[config.mk]
export PLATFORM = sky130hd
export DESIGN_NAME = fp_rf_write_arbiter
export DESIGN_NICKNAME = d
export VERILOG_FILES = /design/src/rtl/fp_rf_write_arbiter.sv
export SDC_FILE = /design/constraint.sdc
export NUM_CORES = 1
export LEC_CHECK = 0
export ABC_AREA = 1
export CAP_MARGIN = 20
export CORE_ASPECT_RATIO = 0.5
export CORE_MARGIN = 2
export CORE_UTILIZATION = 35
export CTS_CLUSTER_DIAMETER = 80
export DETAILED_ROUTE_END_ITERATION = 12
export GPL_TIMING_DRIVEN = 0
export PLACE_DENSITY = 0.69
export SYNTH_ARGS = -nofsm -noshare
export SYNTH_HDL_FRONTEND = slang
export SYNTH_SLANG_ARGS = --single-unit
[constraint.sdc]
create_clock -name CLK -period 2.1 [get_ports CLK]
set_input_delay 0.42 -clock CLK [delete_from_list [all_inputs] [get_ports CLK]]
set_output_delay 0.42 -clock CLK [all_outputs]
set_load 0.01 [all_outputs]
[src/rtl/fp_rf_write_arbiter.sv]
// Two-requester round-robin write port for the FP register file, with registered WE/RW/DW.
// Define FP_RF_ZERO_INIT_EN to zero every entry after reset before requests are accepted.
module fp_rf_write_arbiter #(
    parameter int NUM_REGS = 80,
    parameter int ADDR_W   = 7,
    parameter int DATA_W   = 64
) (
    input  logic              CLK,
    input  logic              RST_N,
    input  logic              A_VALID,
    output logic              A_READY,
    input  logic [ADDR_W-1:0] A_ADDR,
    input  logic [DATA_W-1:0] A_DATA,
    input  logic              B_VALID,
    output logic              B_READY,
    input  logic [ADDR_W-1:0] B_ADDR,
    input  logic [DATA_W-1:0] B_DATA,
    output logic              WE,
    output logic [ADDR_W-1:0] RW,
    output logic [DATA_W-1:0] DW,
    output logic              INIT_DONE,
    output logic              ERR,
    input  logic              ERR_CLR,
    output logic              DBG_STATE
);

    // Handshake: a requester transfers when its VALID and READY are both high at a
    // rising CLK edge; READY never depends on the same requester's READY, only on
    // both VALIDs, INIT_DONE and the round-robin pointer.

    typedef enum logic {
        ST_INIT = 1'b0,
        ST_RUN  = 1'b1
    } state_t;

    localparam int AW1 = ADDR_W + 1;

    localparam state_t RESET_STATE =
`ifdef FP_RF_ZERO_INIT_EN
        ST_INIT;
`else
        ST_RUN;
`endif

    state_t            state;
    logic [ADDR_W-1:0] init_cnt;
    logic              last_b;
    logic              fire;
    logic              sel_oob;
    logic [ADDR_W-1:0] sel_addr;
    logic [DATA_W-1:0] sel_data;

    // last_b=1 means B won last, so A wins the next contention.
    always_comb begin
        A_READY  = INIT_DONE & A_VALID & (~B_VALID | last_b);
        B_READY  = INIT_DONE & B_VALID & (~A_VALID | ~last_b);
        fire     = A_READY | B_READY;
        sel_addr = B_READY ? B_ADDR : A_ADDR;
        sel_data = B_READY ? B_DATA : A_DATA;
        sel_oob  = {1'b0, sel_addr} >= AW1'(NUM_REGS);
    end

    assign DBG_STATE = state;

    always_ff @(posedge CLK or negedge RST_N) begin
        if (!RST_N) begin
            state     <= RESET_STATE;
            init_cnt  <= '0;
            last_b    <= 1'b1;
            WE        <= 1'b0;
            RW        <= '0;
            DW        <= '0;
            ERR       <= 1'b0;
            INIT_DONE <= 1'b0;
        end else begin
            // A new out-of-range acceptance wins over a clear in the same cycle.
            if (fire && sel_oob) begin
                ERR <= 1'b1;
            end else if (ERR_CLR) begin
                ERR <= 1'b0;
            end

            if (fire) begin
                last_b <= B_READY;
            end

            case (state)
                ST_INIT: begin
                    WE <= 1'b1;
                    RW <= init_cnt;
                    DW <= '0;
                    if (init_cnt == ADDR_W'(NUM_REGS - 1)) begin
                        state <= ST_RUN;
                    end else begin
                        init_cnt <= init_cnt + ADDR_W'(1);
                    end
                end
                ST_RUN: begin
                    INIT_DONE <= 1'b1;
                    WE        <= fire & ~sel_oob;
                    // RW/DW keep their last value when nothing is written.
                    if (fire && !sel_oob) begin
                        RW <= sel_addr;
                        DW <= sel_data;
                    end
                end
            endcase
        end
    end

endmodule

==> results of run 1 <==
[cell type report]
type | count | area (µm²) | area share, %
Buffer | 48 | 287 | 3.87
Tap cell | 170 | 213 | 2.88
Multi-Input combinational cell | 468 | 2130 | 28.9
Clock inverter | 4 | 72.6 | 0.981
Inverter | 19 | 81.3 | 1.10
Timing Repair Buffer | 226 | 2270 | 30.7
Sequential cell | 83 | 2080 | 28.1
Clock buffer | 12 | 256 | 3.47
[per-layer routing]
| metal | global-route usage [%] | vias up | wire [µm] |
|---|---|---|---|
| li1 | - | 2513 | - |
| met1 | 30.7 | 2388 | 6820 |
| met2 | 38.2 | 129 | 7660 |
| met3 | 4.30 | 10 | 934 |
| met4 | 4.27 | 0 | 117 |
| met5 | 0 | - | 0 |
[through the flow]
stage	hold slack [ns]	area (µm²)	utilization, %
2_1_floorplan	0.124	4550	-
3_3_place_gp	0.484	6990	55.2
3_5_place_dp	0.389	7020	55.4
4_1_cts	0.0358	7370	58.2
5_1_grt	0.0579	7400	58.4
6_report	0.0250	7400	58.4
[synth_stat cells (5+ instances only)]
master                     instances  area (µm²)
sky130_fd_sc_hd__a21oi_1           5        25.0
sky130_fd_sc_hd__xor2_1            5        43.8
sky130_fd_sc_hd__clkbuf_1         16        60.1
sky130_fd_sc_hd__buf_1             5        18.8
sky130_fd_sc_hd__buf_6             7        78.8
sky130_fd_sc_hd__nand3_1          75         375
sky130_fd_sc_hd__nand4_1          65         407
sky130_fd_sc_hd__o21ai_0           9        45.0
sky130_fd_sc_hd__buf_2            21         105
sky130_fd_sc_hd__nand2_1         286        1070
sky130_fd_sc_hd__inv_1            16        60.1
sky130_fd_sc_hd__nand2_2           5        31.3
sky130_fd_sc_hd__nor2_1            7        26.3
sky130_fd_sc_hd__dfrtp_1          81        2030
[cells by family (layout without fill, tap and decap cells)]
logic type                 count (synthesis)  count (layout)  synth area share, %
and+or+nand+nor                          443             443                 42.9
DFF                                       83              83                 45.7
buffers and inverters                     70             309                 7.73
AOI/OAI and AO/OA                         19              19                 2.37
xor gates and xnor gates                   5               5                0.963
adders and majority gates                  1               1                0.275
[power by group]
part	total, mW	switching (mW)	internal, mW	leakage (nW)
registers	1.60	0.000855	1.60	1.12
clock network	1.72	0.618	1.10	0.159
logic	0.434	0.145	0.289	2.40
total	3.76	0.764	2.99	3.68
[sequential cells by signal, summed over array words and instances (netlist names)]
signal and flops:
DW 64, RW 7, init_cnt 7, DBG_STATE 1, ERR 1, INIT_DONE 1, WE 1, last_b 1
[how the worst max path moves through the flow]
stage	start	end	slack (ns)	depth (start not counted)
global route	A_VALID	DW[4]	0.02	12
floorplan	DBG_STATE	DW[16]	0.60	5
CTS	B_VALID	DW[21]	0.009	13
detailed placement	B_VALID	B_READY	-0.53	7
global placement	RST_N	DW[60]	-2.50	1
finish	A_VALID	DW[4]	0.10	12
[worst max-delay path, stage by stage]
cell and delay (ns):
sky130_fd_sc_hd__clkdlybuf4s50_1 0.51, sky130_fd_sc_hd__nand2_2 0.12, sky130_fd_sc_hd__nand2_8 0.17, sky130_fd_sc_hd__inv_8 0.05
sky130_fd_sc_hd__buf_6 0.14, sky130_fd_sc_hd__nand2_1 0.07, sky130_fd_sc_hd__nand2_2 0.06, sky130_fd_sc_hd__nand2_2 0.13
sky130_fd_sc_hd__buf_6 0.20, sky130_fd_sc_hd__buf_6 0.15, sky130_fd_sc_hd__nand4_1 0.11, sky130_fd_sc_hd__nand2_1 0.11
[repair_timing]
action | CTS | global route
setup endpoints to repair | 2 | 69
buffers inserted | 2 | 0
gates cloned | 0 | 0
resized for setup | 5 | 17
==> results.md, run 1 <==
GRT:
- The total routing resource utilization after global routing is 22.7%.
- The initial antenna violation count is 1.
- The via count of the first global-routing pass came to 4,872.
- Summed over all layers, the global routing overflow is 0.
- The pin count of the biggest net entering global routing is 53.
- The first-pass GRT wire length is 24.9 mm.

Clocking:
- For the worst-skew pair, the clock arrives at the later sink with an insertion delay of 0.33 ns.
- The cell at the root of the clock tree is sky130_fd_sc_hd__clkbuf_16.
- The TritonCTS clock tree is built.
- The number of H-tree branching levels is 3.
- In this run, post-CTS hold repair placed 0 buffers.
- The number of buffers created by CTS is 9.
- The register clock-pin slew on the reported worst setup and hold paths is 0.06 ns.
- In this run the deepest clock path goes through 2 buffers.
- For this design, the sink count on the clock tree is 83.

Place:
- Including well taps, the total number of placed cells is 1,015.
- The half-perimeter wire length after placement is 11.7 mm.
- OpenSTA, run right after detailed placement, puts the worst setup slack at -0.528 ns.
- The last weighted congestion value of the routability-driven placer is 0.804.
- Port buffering added 223 buffers.

STA:
- Setup total negative slack on the finished layout was measured at 0 ns.
- The achievable clock frequency is 500 MHz.
- The tightest slew margin relative to the limit is 67.6%.
- Clock skew on the completed layout was measured at 0.00484 ns.
- After layout, the minimum clock period comes to 2.00 ns.
- The transition time of the tightest slew-check pin is 0.486 ns.
- Setup repair after global routing left no endpoint under its margin.
- In the finished design, the share of the clock period the worst path needs comes to 95.2%.
- The slack of the critical path is 0.100 ns.
- The final number of hold-violating endpoints was 0.
- The total setup violations reported at the end of the flow is 0.
- The max-slew violation count is 0.

Layout:
- Of the cells placed in the final design, the portion with a size suffix greater than 1 is 7.09%.
- The filler cells instantiated in the layout total 1,176.
- Leaving out fill and tap cells, the most frequent cells in the layout are 286 x sky130_fd_sc_hd__nand2_1, 220 x sky130_fd_sc_hd__clkdlybuf4s50_1, 81 x sky130_fd_sc_hd__dfrtp_1, 75 x sky130_fd_sc_hd__nand3_1, 65 x sky130_fd_sc_hd__nand4_1.
- Compared with the post-synthesis result, the final layout area differs by 62.6%.
- After the last flow step, the layout net total stands at 1,003.
- The most common library cell in the layout ignoring fill and taps is sky130_fd_sc_hd__nand2_1.
- The final cell count without fillers is 1,030.
- The number of antenna diodes in the final layout is 0.

Yosys:
- The cell count after synthesis came out at 621.
- In this run the mean area of a mapped cell was 7.32 µm².
- In this run, distinct cell masters in the synthesized netlist total 25.
- The fraction of registers with async set or reset after synthesis is 100%.
- Synthesis produced a netlist with a net count of 769.
- The synthesized flop and latch total is 83.
- The sequential-to-total area share from yosys stat is 45.7%.
- The number of synthesis warnings is 0.
- In the synthesized netlist the dominant register cell turns out to be sky130_fd_sc_hd__dfrtp_1.
- The number of enable-type register cells in the synthesized netlist is 0.
- The mapped netlist covers 4550 µm².

Routing:
- The routed wire length per instance is 15.1 µm.
- The ratio of routed vias to standard cells is 4.89.
- The number of iterations in the first detailed-routing pass is 5.
- The violation count after the first detailed-route iteration is 301.
- The number of vias in the routed layout is 5,040.
- Once detail routing completed, the nets flagged for antenna violations numbered 0.
- The final layout contains routed wiring with a total length of 15.5 mm.
- In the routed design, unresolved DRC markers number 0.

Setup path:
- Along the worst path, the maximum fanout reaches 10.
- The launch point of the worst reg-to-reg path is last_b.
- The worst setup path is captured at a register.
- STA puts the critical path data required time at 2.37 ns.
- The setup check on the worst reg-to-reg path leaves a slack of 0.17 ns.
- The worst path arrival time is 2.27 ns.
- STA classifies the critical path startpoint as an input pin.
- The setup path with the least slack is of type input pin to register.
- The number of cell instances on the worst register-to-register path is 11.
- The endpoint identified for the worst register-to-register timing path is DW[4].

Power and ir drop:
- IR analysis of the VDD net gives a maximum drop of 0.335 mV.
- The leakage dissipation is 3.68 nW.
- Power comes to 3.76 mW.
- The power density over the cells is 508 nW/µm².

Floorplanning:
- The die width is 165 µm.
- Pin placement for this block handled 224 I/O pins.
- The floorplan core area is 12,700 µm².
- The number of rows in the core area is 29.
- The die covers 14,000 µm².
- The floorplan die height is 84.6 µm.
- Once the floorplan was initialized, standard cells occupied 35.9% of the core.

Min path:
- The path class of the tightest hold or removal check is input pin to async pin.

Status:
- The flow ran to the end, and the final reports show no timing, DRC or antenna violations.

Flow run:
- The tool flagged a number of max-cap violations equal to 0.
Note: power is estimated with default switching activity, not from simulation.
==> run 2, diff against run 1 <==
Settings changed: CORE_UTILIZATION 35 to 30, PLACE_DENSITY 0.69 to 0.61.
==> run 2 against run 1 <==
Hold slack gained 0.046 ns. Clock skew is essentially flat. Combinational power is essentially flat. First-iteration DRC count shrank 16%. Design area grew 0.64%. Critical path type is now input pin to primary output. Count of clock-buffer cells in the layout shrank 1. Sequential power is essentially flat.
==> results.md, run 2 (synthesized netlist as in run 1, its figures left out) <==
Status:
- Outcome: completed (unchanged).

STA:
- The final number of hold-violating endpoints is 0 (unchanged).
- The achievable clock frequency is 498 MHz (was 500 MHz).
- The max-slew violation count is 0 (unchanged).
- The final cycle utilization of the critical path came to 95.5% (was 95.2%).
- The slack of the critical path was 0.0937 ns (was 0.100 ns).
- The worst clock skew was 0.00519 ns (was 0.00484 ns).
- The tightest slew margin relative to the limit is 62.9% (was 67.6%).
- RSZ-0062 raised after global routing: no (unchanged).
- The clock period minus final worst setup slack was 2.01 ns (was 2.00 ns).
- The total setup violations reported at the end of the flow is 0 (unchanged).
- The sum of negative setup slack is 0 ns (unchanged).
- The transition time of the tightest slew-check pin is 0.557 ns (was 0.486 ns).

GRT:
- The initial antenna violation count is 1 (unchanged).
- The total overflow reported by the global router is 0 (unchanged).
- The pin count of the biggest net entering global routing is 43 (was 53).
- The first-pass GRT wire length is 24.7 mm (was 24.9 mm).
- The via count of the first global-routing pass is 4,610 (was 4,872).
- The total routing resource utilization after global routing was 19.4% (was 22.7%).

Floorplanning:
- The floorplan die height is 91.1 µm (was 84.6 µm).
- The die outline area is 16,200 µm² (was 14,000 µm²).
- The effective utilization at floorplan is 31.1% (was 35.9%).
- The number of rows in the core area is 31 (was 29).
- The floorplan core area is 14,600 µm² (was 12,700 µm²).
- The number of I/O pins is 224 (unchanged).
- The die width is 178 µm (was 165 µm).

Layout:
- The flip-flop count of the largest register after layout was 64 (unchanged).
- The layout filler cell count came to 1,423 (was 1,176).
- The area growth from synthesis to layout is 63.7% (was 62.6%).
- The total inserted antenna cells is 0 (unchanged).
- The most common library cell in the layout ignoring fill and taps was sky130_fd_sc_hd__nand2_1 (unchanged).
- The post-route cell area is 7440 µm² (was 7400 µm²).
- Most frequent cells in the layout: 286 x sky130_fd_sc_hd__nand2_1, 220 x sky130_fd_sc_hd__clkdlybuf4s50_1, 81 x sky130_fd_sc_hd__dfrtp_1, 75 x sky130_fd_sc_hd__nand3_1, 65 x sky130_fd_sc_hd__nand4_1 (unchanged).
- The fraction of final layout cells with drive strength greater than 1 is 7.33% (was 7.09%).
- The register bank with the most flops is DW (unchanged).
- Largest regs: DW: 64 flops, RW: 7 flops, init_cnt: 7 flops (unchanged).
- The number of nets in the layout was 1,003 (unchanged).

Power and ir drop:
- The power density over the cells is 512 nW/µm² (was 508 nW/µm²).
- The maximum ir drop on the vdd rail is 0.402 mV (was 0.335 mV).
- The total power draw is 3.81 mW (was 3.76 mW).
- The leakage dissipation was 3.69 nW (was 3.68 nW).

Setup path:
- The maximum fanout along the worst path is 10 (unchanged).
- The endpoint class of the critical path is a primary output (was register).
- The category of the critical setup timing path is input pin to primary output (was input pin to register).
- The worst setup path endpoint is B_READY (was DW[4]).
- The critical register-to-register path endpoint is DW[6] (was DW[4]).
- The launch point of the worst reg-to-reg path is last_b (unchanged).
- The startpoint of the most critical setup path was B_VALID (was A_VALID).
- The worst path arrival time is 1.59 ns (was 2.27 ns).
- The internal reg-to-reg setup slack is 0.17 ns (about the same).
- The number of cell instances on the worst register-to-register path is 11 (unchanged).
- The nature of the critical path startpoint is an input pin (unchanged).
- The worst endpoint required time is 1.68 ns (was 2.37 ns).

Clocking:
- The maximum buffer depth of the clock tree is 2 (unchanged).
- The number of buffers created by CTS is 9 (unchanged).
- The clock latency of the later-clocked register in the worst-skew pair came to 0.34 ns (was 0.33 ns).
- The register clock-pin slew on the reported worst setup and hold paths is 0.06 ns (about the same).
- The cell at the root of the clock tree is sky130_fd_sc_hd__clkbuf_16 (unchanged).
- The TritonCTS clock tree is built (unchanged).
- The number of H-tree branching levels is 3 (unchanged).
- The clock net sink count is 83 (unchanged).
- The count of hold buffers inserted by post-cts repair is 0 (unchanged).

Routing:
- The routed wire length per instance was 15.2 µm (was 15.1 µm).
- The uppermost layer routed is met4 (unchanged).
- The met2 wire length is 7.73 mm (was 7.66 mm).
- The number of iterations in the first detailed-routing pass is 4 (was 5).
- The routed wire length on met3 is 812 µm (was 934 µm).
- The number of vias in the routed layout is 4,974 (was 5,040).
- The residual DRC count came to 0 (unchanged).
- The routed length on met1 is 7.42 mm (was 6.82 mm).
- The post-detailed-routing wire length is 16.1 mm (was 15.5 mm).
- The violation count after the first detailed-route iteration was 252 (was 301).
- The number of nets with antenna violations after detailed routing was 0 (unchanged).
- The ratio of routed vias to standard cells is 4.70 (was 4.89).

Flow run:
- The number of max-capacitance violations reported was 0 (unchanged).

Place:
- The post-placement setup slack is -0.536 ns (was -0.528 ns).
- The last weighted congestion value of the routability-driven placer was 0.828 (was 0.804).
- The post-place instance area is 7050 µm² (was 7020 µm²).
- The number of port buffers was 223 (unchanged).
- The half-perimeter wire length after placement is 12.1 mm (was 11.7 mm).

Min path:
- The path class of the lowest-slack min-delay path was input pin to async pin (unchanged).
==> run 2: area by class of cell <==
type	count	area (µm²)	area share [%]
clock buffers	11	253	3.39
plain buffers	49	289	3.88
inverters	19	81.3	1.09
repair buffers	225	2270	30.6
well taps	198	248	3.33
flip-flops and latches	83	2080	27.9
clock inverters	5	85.1	1.14
multi-input cells	468	2130	28.7
==> run 2: power breakdown <==
part / internal, mW / switching [mW]
logic: 0.289 / 0.144
clock network: 1.11 / 0.665
registers: 1.60 / 0.000727
==> run 2: stage by stage <==
stage	hold WS, ns	std cells	utilization [%]
floorplan	0.124	621	-
global placement	0.484	1042	48.1
detailed placement	0.462	1043	48.2
CTS	0.0977	1059	50.7
global route	0.114	1058	50.9
finish	0.0707	1058	50.9
==> run 2: how the worst min path moves through the flow <==
stage            from      to  slack, ns  depth (start not counted)
3_3_place_gp   DW[33]  DW[33]       0.48                          2
4_1_cts         RST_N  DW[17]        0.1                          1
5_1_grt         RST_N  DW[17]       0.11                          1
6_report        RST_N  DW[17]       0.07                          1
2_1_floorplan   RST_N   DW[0]       0.12                          0
3_5_place_dp    RST_N  DW[19]       0.46                          1
==> run 2: worst max-delay path, stage by stage <==
cell,delay (ns)
sky130_fd_sc_hd__clkdlybuf4s50_1,0.50
sky130_fd_sc_hd__nand2_2,0.09
sky130_fd_sc_hd__inv_4,0.09
sky130_fd_sc_hd__nand2_8,0.11
sky130_fd_sc_hd__inv_8,0.10
sky130_fd_sc_hd__dlygate4sd2_1,0.26
==> run 2: metal layers <==
layer,global-route usage (%),vias up
li1,-,2515
met1,26.0,2344
met2,32.5,109
met3,4.15,6
met4,3.48,0
met5,0,-
==> run 2: what timing repair did <==
action	4_1_cts	5_1_grt
endpoints found under the setup margin	12	68
resized for setup	9	16
gates cloned	0	0
setup buffers	1	0
pin swaps	1	0
